File: src/rtl/mips_cpu_muldiv_seq_if.sv
// mips_cpu_muldiv_seq_if: decoder <-> HI/LO multiply/divide sequencer bundle.
//   master (decoder side): drives start/op/A/B, mthi/mtlo/Hi_in/Lo_in,
//                          rd_req and flush; observes the status and HI/LO.
//   slave  (sequencer)   : the reverse; drives busy, stall, done, div_zero,
//                          Hi and Lo.
interface mips_cpu_muldiv_seq_if;
    logic        start;
    logic [1:0]  op;
    logic [31:0] A;
    logic [31:0] B;
    logic        mthi;
    logic        mtlo;
    logic [31:0] Hi_in;
    logic [31:0] Lo_in;
    logic        rd_req;
    logic        flush;
    logic        busy;
    logic        stall;
    logic        done;
    logic        div_zero;
    logic [31:0] Hi;
    logic [31:0] Lo;

    modport master (
        output start, op, A, B, mthi, mtlo, Hi_in, Lo_in, rd_req, flush,
        input  busy, stall, done, div_zero, Hi, Lo
    );

    modport slave (
        input  start, op, A, B, mthi, mtlo, Hi_in, Lo_in, rd_req, flush,
        output busy, stall, done, div_zero, Hi, Lo
    );
endinterface

File: src/rtl/mips_cpu_muldiv_seq.sv
// mips_cpu_muldiv_seq: owns HI/LO and runs MULT/MULTU/DIV/DIVU iteratively
// (shift-add multiply, restoring divide, 32 iterations), then fixes signs and
// loads HI/LO in a final FIX cycle. Stalls the pipeline on any HI/LO access
// while an operation is in flight.
//   clk, rst : core clock, asynchronous active-high reset
//   bus      : slave side of mips_cpu_muldiv_seq_if
//              (issue/move/read/flush in; busy, stall, done, div_zero, Hi, Lo out)
// Optional: define MULDIV_FAST_MUL_EN to compute MULT/MULTU in a single RUN
// cycle with the * operator; divide keeps its 32-iteration path.
module mips_cpu_muldiv_seq (
    input  logic                  clk,
    input  logic                  rst,
    mips_cpu_muldiv_seq_if.slave  bus
);
    localparam int unsigned XLEN  = 32;
    localparam int unsigned ACC_W = 2 * XLEN;
    localparam int unsigned CNT_W = 5;

    typedef enum logic [1:0] {IDLE, RUN, FIX} state_t;

    state_t              state_q, state_d;
    logic [CNT_W-1:0]    cnt_q, cnt_d;
    logic [1:0]          op_q, op_d;
    logic [XLEN-1:0]     a_raw_q, a_raw_d;
    logic [XLEN-1:0]     a_mag_q, a_mag_d;
    logic [XLEN-1:0]     b_mag_q, b_mag_d;
    logic                neg_res_q, neg_res_d;
    logic                neg_a_q, neg_a_d;
    logic                dz_q, dz_d;
    logic [ACC_W-1:0]    acc_q, acc_d;
    logic [XLEN-1:0]     hi_q, hi_d;
    logic [XLEN-1:0]     lo_q, lo_d;
    logic                done_q, done_d;
    logic                dzp_q, dzp_d;

    // Operand conditioning: magnitudes and signs for signed ops only
    logic            signed_op, a_neg, b_neg;
    logic [XLEN-1:0] a_abs, b_abs;

    always_comb begin
        signed_op = ~bus.op[0];
        a_neg     = signed_op & bus.A[XLEN-1];
        b_neg     = signed_op & bus.B[XLEN-1];
        a_abs     = a_neg ? (~bus.A + XLEN'(1)) : bus.A;
        b_abs     = b_neg ? (~bus.B + XLEN'(1)) : bus.B;
    end

    // Restoring divide step: acc = {remainder, dividend/quotient}
    logic [XLEN:0]     div_rem_sh;
    logic              div_ok;
    logic [XLEN-1:0]   div_rem_nx;
    logic [ACC_W-1:0]  div_step;

    always_comb begin
        div_rem_sh = {acc_q[ACC_W-1:XLEN], acc_q[XLEN-1]};
        div_ok     = (div_rem_sh >= {1'b0, b_mag_q});
        div_rem_nx = div_ok ? XLEN'(div_rem_sh - {1'b0, b_mag_q})
                            : div_rem_sh[XLEN-1:0];
        div_step   = {div_rem_nx, acc_q[XLEN-2:0], div_ok};
    end

    // Multiply step: acc = {partial product, multiplier}, multiplier LSB first
    logic [ACC_W-1:0]  mul_next;
`ifdef MULDIV_FAST_MUL_EN
    always_comb begin
        mul_next = ACC_W'(a_mag_q) * ACC_W'(b_mag_q);
    end
`else
    logic [XLEN:0]     mul_sum;
    always_comb begin
        mul_sum  = {1'b0, acc_q[ACC_W-1:XLEN]}
                 + (acc_q[0] ? {1'b0, a_mag_q} : (XLEN+1)'(0));
        mul_next = {mul_sum, acc_q[XLEN-1:1]};
    end
`endif

    // Sign fix-up applied in FIX
    logic [ACC_W-1:0]  prod_fix;
    logic [XLEN-1:0]   quo_fix, rem_fix;

    always_comb begin
        prod_fix = neg_res_q ? (~acc_q + ACC_W'(1)) : acc_q;
        quo_fix  = neg_res_q ? (~acc_q[XLEN-1:0] + XLEN'(1)) : acc_q[XLEN-1:0];
        rem_fix  = neg_a_q   ? (~acc_q[ACC_W-1:XLEN] + XLEN'(1))
                             : acc_q[ACC_W-1:XLEN];
    end

    // Next-state and datapath control
    always_comb begin
        state_d   = state_q;
        cnt_d     = cnt_q;
        op_d      = op_q;
        a_raw_d   = a_raw_q;
        a_mag_d   = a_mag_q;
        b_mag_d   = b_mag_q;
        neg_res_d = neg_res_q;
        neg_a_d   = neg_a_q;
        dz_d      = dz_q;
        acc_d     = acc_q;
        hi_d      = hi_q;
        lo_d      = lo_q;
        done_d    = 1'b0;
        dzp_d     = 1'b0;

        unique case (state_q)
            IDLE: begin
                if (bus.start) begin
                    op_d      = bus.op;
                    a_raw_d   = bus.A;
                    a_mag_d   = a_abs;
                    b_mag_d   = b_abs;
                    neg_res_d = a_neg ^ b_neg;
                    neg_a_d   = a_neg;
                    dz_d      = bus.op[1] & (bus.B == '0);
                    acc_d     = {XLEN'(0), bus.op[1] ? a_abs : b_abs};
`ifdef MULDIV_FAST_MUL_EN
                    cnt_d     = bus.op[1] ? CNT_W'(31) : CNT_W'(0);
`else
                    cnt_d     = CNT_W'(31);
`endif
                    state_d   = RUN;
                end else begin
                    if (bus.mthi) hi_d = bus.Hi_in;
                    if (bus.mtlo) lo_d = bus.Lo_in;
                end
            end
            RUN: begin
                if (bus.flush) begin
                    state_d = IDLE;
                end else begin
                    acc_d = op_q[1] ? div_step : mul_next;
                    if (cnt_q == '0) state_d = FIX;
                    else             cnt_d   = cnt_q - CNT_W'(1);
                end
            end
            FIX: begin
                state_d = IDLE;
                if (!bus.flush) begin
                    done_d = 1'b1;
                    if (dz_q) begin
                        // Divide by zero: raw dividend to HI, all-ones quotient
                        hi_d  = a_raw_q;
                        lo_d  = '1;
                        dzp_d = 1'b1;
                    end else if (op_q[1]) begin
                        hi_d = rem_fix;
                        lo_d = quo_fix;
                    end else begin
                        hi_d = prod_fix[ACC_W-1:XLEN];
                        lo_d = prod_fix[XLEN-1:0];
                    end
                end
            end
            default: state_d = IDLE;
        endcase
    end

    // State register
    always_ff @(posedge clk or posedge rst) begin
        if (rst) begin
            state_q   <= IDLE;
            cnt_q     <= '0;
            op_q      <= '0;
            a_raw_q   <= '0;
            a_mag_q   <= '0;
            b_mag_q   <= '0;
            neg_res_q <= 1'b0;
            neg_a_q   <= 1'b0;
            dz_q      <= 1'b0;
            acc_q     <= '0;
            hi_q      <= '0;
            lo_q      <= '0;
            done_q    <= 1'b0;
            dzp_q     <= 1'b0;
        end else begin
            state_q   <= state_d;
            cnt_q     <= cnt_d;
            op_q      <= op_d;
            a_raw_q   <= a_raw_d;
            a_mag_q   <= a_mag_d;
            b_mag_q   <= b_mag_d;
            neg_res_q <= neg_res_d;
            neg_a_q   <= neg_a_d;
            dz_q      <= dz_d;
            acc_q     <= acc_d;
            hi_q      <= hi_d;
            lo_q      <= lo_d;
            done_q    <= done_d;
            dzp_q     <= dzp_d;
        end
    end

    // Outputs: stall is a combinational decode for the issuing stage
    assign bus.busy     = (state_q != IDLE);
    assign bus.stall    = bus.busy & (bus.start | bus.rd_req | bus.mthi | bus.mtlo);
    assign bus.done     = done_q;
    assign bus.div_zero = dzp_q;
    assign bus.Hi       = hi_q;
    assign bus.Lo       = lo_q;
endmodule

File: src/flat_wrapper.sv
// flat-port wrapper written by rule: the top's interface ports become plain ports
module mips_cpu_muldiv_seq_flat 
  (clk, rst, bus_start, bus_op, bus_A, bus_B, bus_mthi, bus_mtlo, bus_Hi_in, bus_Lo_in, bus_rd_req, bus_flush, bus_busy, bus_stall, bus_done, bus_div_zero, bus_Hi, bus_Lo);
  mips_cpu_muldiv_seq_if bus_i ();
  input  logic clk;
  input  logic rst;
  input wire logic [$bits(bus_i.start)-1:0] bus_start;
  input wire logic [$bits(bus_i.op)-1:0] bus_op;
  input wire logic [$bits(bus_i.A)-1:0] bus_A;
  input wire logic [$bits(bus_i.B)-1:0] bus_B;
  input wire logic [$bits(bus_i.mthi)-1:0] bus_mthi;
  input wire logic [$bits(bus_i.mtlo)-1:0] bus_mtlo;
  input wire logic [$bits(bus_i.Hi_in)-1:0] bus_Hi_in;
  input wire logic [$bits(bus_i.Lo_in)-1:0] bus_Lo_in;
  input wire logic [$bits(bus_i.rd_req)-1:0] bus_rd_req;
  input wire logic [$bits(bus_i.flush)-1:0] bus_flush;
  output wire logic [$bits(bus_i.busy)-1:0] bus_busy;
  output wire logic [$bits(bus_i.stall)-1:0] bus_stall;
  output wire logic [$bits(bus_i.done)-1:0] bus_done;
  output wire logic [$bits(bus_i.div_zero)-1:0] bus_div_zero;
  output wire logic [$bits(bus_i.Hi)-1:0] bus_Hi;
  output wire logic [$bits(bus_i.Lo)-1:0] bus_Lo;
  assign bus_i.start = bus_start;
  assign bus_i.op = bus_op;
  assign bus_i.A = bus_A;
  assign bus_i.B = bus_B;
  assign bus_i.mthi = bus_mthi;
  assign bus_i.mtlo = bus_mtlo;
  assign bus_i.Hi_in = bus_Hi_in;
  assign bus_i.Lo_in = bus_Lo_in;
  assign bus_i.rd_req = bus_rd_req;
  assign bus_i.flush = bus_flush;
  assign bus_busy = bus_i.busy;
  assign bus_stall = bus_i.stall;
  assign bus_done = bus_i.done;
  assign bus_div_zero = bus_i.div_zero;
  assign bus_Hi = bus_i.Hi;
  assign bus_Lo = bus_i.Lo;
  mips_cpu_muldiv_seq u_core (.clk(clk), .rst(rst), .bus(bus_i));
endmodule
File: config.mk
export PLATFORM = sky130hd
export DESIGN_NAME = mips_cpu_muldiv_seq_flat
export DESIGN_NICKNAME = d
export VERILOG_FILES = /design/src/rtl/mips_cpu_muldiv_seq_if.sv /design/src/rtl/mips_cpu_muldiv_seq.sv /design/src/flat_wrapper.sv
export SDC_FILE = /design/constraint.sdc
export NUM_CORES = 1
export LEC_CHECK = 0
export CORE_MARGIN = 2
export CORE_UTILIZATION = 50
export DETAILED_ROUTE_END_ITERATION = 10
export PLACE_DENSITY = 0.71
export SYNTH_ARGS = -nofsm -noshare
export SYNTH_HDL_FRONTEND = slang
export SYNTH_SLANG_ARGS = --single-unit
File: constraint.sdc
create_clock -name clk -period 7.97 [get_ports clk]
set_input_delay 1.1955 -clock clk [delete_from_list [all_inputs] [get_ports clk]]
set_output_delay 1.1955 -clock clk [all_outputs]
set_load 0.01 [all_outputs]
==> flow_summary.toml <==
[status]
outcome = "finished, final reports clean"

[clocking]
cts.repair_timing.setup_buffer_count = 0
cts_buffers = 27
clock_sinks = 236
cts_hold_buffers = 0
worst_skew_pair.late_latency_ns = 0.56
tritoncts = "yes"
ctsRootBufferMaster = "clkbuf_16"
h-tree-depth = 1
clock_path_buffers = 3
post_cts.resized_instances = 0
clkTransAtPathRegs_ns = 0.06

[synthesis]
post-synth-top-area-cell = "dfrtp_1"
ys_ff_latch = 236
syn-cell-area_um2 = 17500
synth_commonest_cells = "nand2_1 (354), dfrtp_1 (236), o21ai_0 (213), a21oi_1 (158), nor2_1 (147)"
synthesis.nets = 2397
postSynth.topFlopCell = "dfrtp_1"
synthDistinctLibCells = 79
synth-seq-area-share_pct = 33.8
ys.warnings.count = 0
synthesis.area_per_instance_um2 = 7.98
synth_most_common_cell = "nand2_1"
synthesis.instances = 2188
post_synth_main_area_contributors = "dfrtp_1 (34%), nand2_1 (7.6%), o21ai_0 (6.1%)"
async_set_or_reset_flop_fraction_in_the_synthesized_netlist_pct = 100
netlist.area_leader.share_pct = 33.8
synth_enable_flop_cells = 0

[routing]
dr.pass1.iters = 7
drc = 0
antenna_left = 0
routed-via-count = 17300
avgRoutedWirePerCell_um = 22.7
drt_iter0_markers = 1702
postRouteWirelength_um = 63300
vias_per_cell = 6.21

[placed_design]
hpwl_detailed_um = 47700
place.gp.congestion = 0.999
io_buffers = 204

[pwr]
clock_power_share_pct = 19.4
power.share.switching_pct = 45.5
power.share.sequential_pct = 28.1
p_int_mw = 3.96
power.combinational.fraction_pct = 52.4
power.leakage_nw = 9.04
total_switching_power_mw = 3.31
peakVddDrop_mv = 0.204
post-layout-total-power_mw = 7.27
cellPowerDensity_nw_per_um2 = 350

[sta]
final_number_of_max_transition_violations = 0
clock_skew_ns = 0.0254
timing_worst_slew_pin_value_ns = 1.15
final_min_period_over_clock_period_pct = 52.3
rsz_0062_raised_after_global_routing = "false"
final.setup.tns_ns = 0
period_needed_ns = 4.17
fmaxAchievable_mhz = 240
slew-limit-headroom_pct = 23.4
setup-violations-final = 0
report.final.hold_viol_count = 0

[final_layout]
flow.area_growth_from_synthesis_pct = 18.9
fill_cells = 3112
post_route_cells_drive_above_1_share_pct = 4.52
final_net_count = 2511

[floorplan]
core_um2 = 34500
die_area_um2 = 36400
die_x_um = 191
design.portCount = 205
row_count = 68
initial_core_util_pct = 50.7
die_h_um = 191

[worst_setup_path]
r2r_slack_ns = 3.80
worst-endpoint-arrival_ns = 4.59
worst_path_max_delay_cell = "o21ai_1"
critical_path.max_fanout = 12
critical_path_class = "flip-flop to flip-flop"
critical_path_required_ns = 8.40
critPathMostFrequentCell = "o21ai_0"
critPathCaptureType = "flip-flop"
critical_path.cell_chain = "or4_1, nor4_1, nand4b_1, o21ai_1, o21ai_0, xnor2_1, o21ai_0, a221o_1"
critical-path-max-stage-delay_ns = 0.92
critPathTopFamily = "compound AO/OA/AOI/OAI gates"
setup.worst_path.start_class = "flip-flop"
timing.critical_path.buf_inv = 0

[global_routing]
grt_pass1_vias = 16400
grt_pass1_wl_um = 96600
groute.usage.overall_pct = 34.3
pin_count_of_the_biggest_net_entering_global_routing = 113
globalRoute.totalOverflow = 0
antenna_found_initial = 4

[hold_path]
hold_path_class = "flip-flop to flip-flop"

[job]
maxCapViolations = 0
==> path summary, 6_finish.rpt <==
check / endpoint / startpoint / cells after the start
max: u_core.bus.Hi[20] / u_core.acc_q[2] / 8
min: u_core.a_mag_q[2] / u_core.a_mag_q[2] / 2
max reg2reg: u_core.bus.Hi[20] / u_core.acc_q[2] / 8
min reg2reg: u_core.a_mag_q[2] / u_core.a_mag_q[2] / 2
max in group asynchronous: u_core.op_q[1] / rst / 3
min in group asynchronous: u_core.bus.Hi[13] / rst / 2
==> cell families after synthesis <==
kind of cell             share of synthesized area, %
buffers and inverters                            4.60
AO/OA/AOI/OAI                                    23.4
AND/OR/NAND/NOR                                  21.0
multiplexers                                     3.24
XOR/XNOR                                         8.67
flip-flops                                       33.8
adder cells (fa/ha/maj)                          5.24
==> power groups by stage <==
| stage | logic (mW) | clock network (mW) | registers (mW) |
|---|---|---|---|
| final | 3.81 | 1.41 | 2.05 |
| after global routing | 4.17 | 1.47 | 2.08 |
| after CTS | 3.76 | 1.42 | 2.03 |
| after detailed placement | 3.73 | 0 | 2.05 |
| after global placement | 3.69 | 0 | 2.03 |
| after floorplan | 2.68 | 0 | 1.83 |
==> through the flow <==
| stage | utilization [%] | hold WS, ns | setup WS (ns) | cell area, µm² | std cells |
|---|---|---|---|---|---|
| floorplan | - | 0.437 | 0.300 | 17500 | 2188 |
| global placement | 57.3 | 0.450 | 3.60 | 19800 | 2728 |
| detailed placement | 57.3 | 0.456 | 3.57 | 19800 | 2728 |
| CTS | 60.2 | 0.470 | 3.91 | 20800 | 2778 |
| global route | 60.3 | 0.494 | 3.59 | 20800 | 2781 |
| finish | 60.3 | 0.474 | 3.80 | 20800 | 2782 |
==> metal layers <==
metal  vias up  wire (µm)  global-route usage (%)
li1       8028          -                       -
met1      8293      26200                    47.3
met2       812      29200                    54.0
met3       149       4830                    4.41
met4         0       3060                    15.4
met5         -          0                       0
==> placed cells by master (no fill, tap or decap), types with 7 or more instances in the layout <==
cell             synthesis  routed
nand2_1                354     353
nand2b_1                21      21
xor2_1                  67      67
nand3_1                 31      31
buf_4                    0      23
nor2b_1                 15      14
o21a_1                   7       7
a21oi_1                158     158
nor2_1                 147     146
o211ai_1                16      16
and3_1                  22      22
dfrtp_1                236     234
or4_1                   19      19
o221ai_1                11      11
o21ai_0                213     213
o31ai_1                 36      36
clkdlybuf4s50_1          0     204
o22ai_1                 29      28
or3_1                   22      22
and2_1                  43      43
nor3_1                  39      39
a21o_1                  44      44
a31oi_1                 42      42
xnor2_1                106     106
ha_1                    70      70
a211o_1                  8       8
nor4_1                  13      13
mux2i_1                 52      52
a22o_1                  13      13
o41ai_1                 10      10
o21bai_1                10      10
a211oi_1                13      13
nand4_1                 12      12
inv_1                   68      67
clkbuf_16                0      27
==> final cells by class <==
type / count / area (µm²) / area share (%)
repair buffers: 227 / 2210 / 10.7
clock buffers: 34 / 752 / 3.62
flip-flops and latches: 236 / 5910 / 28.4
clock inverters: 16 / 253 / 1.22
well taps: 455 / 569 / 2.74
diodes: 4 / 10.0 / 0.0482
multi-input cells: 1741 / 10800 / 52.0
inverters: 69 / 267 / 1.28
==> state kept, by name, summed over array words and instances (netlist names), 2 cells and up <==
signal and count:
u_core.a_raw_q 31, u_core.a_mag_q 32, u_core.bus.Hi 32, u_core.b_mag_q 32, u_core.state_q 2, u_core.cnt_q 5
u_core.bus.Lo 32, u_core.acc_q 64
==> worst reg2reg max path, stage by stage (launching register included) <==
cell and delay [ns]:
dfrtp_1 0.49, or4_1 0.64, nor4_1 0.41, nand4b_1 0.51, o21ai_1 0.93, o21ai_0 0.27, xnor2_1 0.30, o21ai_0 0.16
a221o_1 0.33
(Power assumes the default switching activity.)
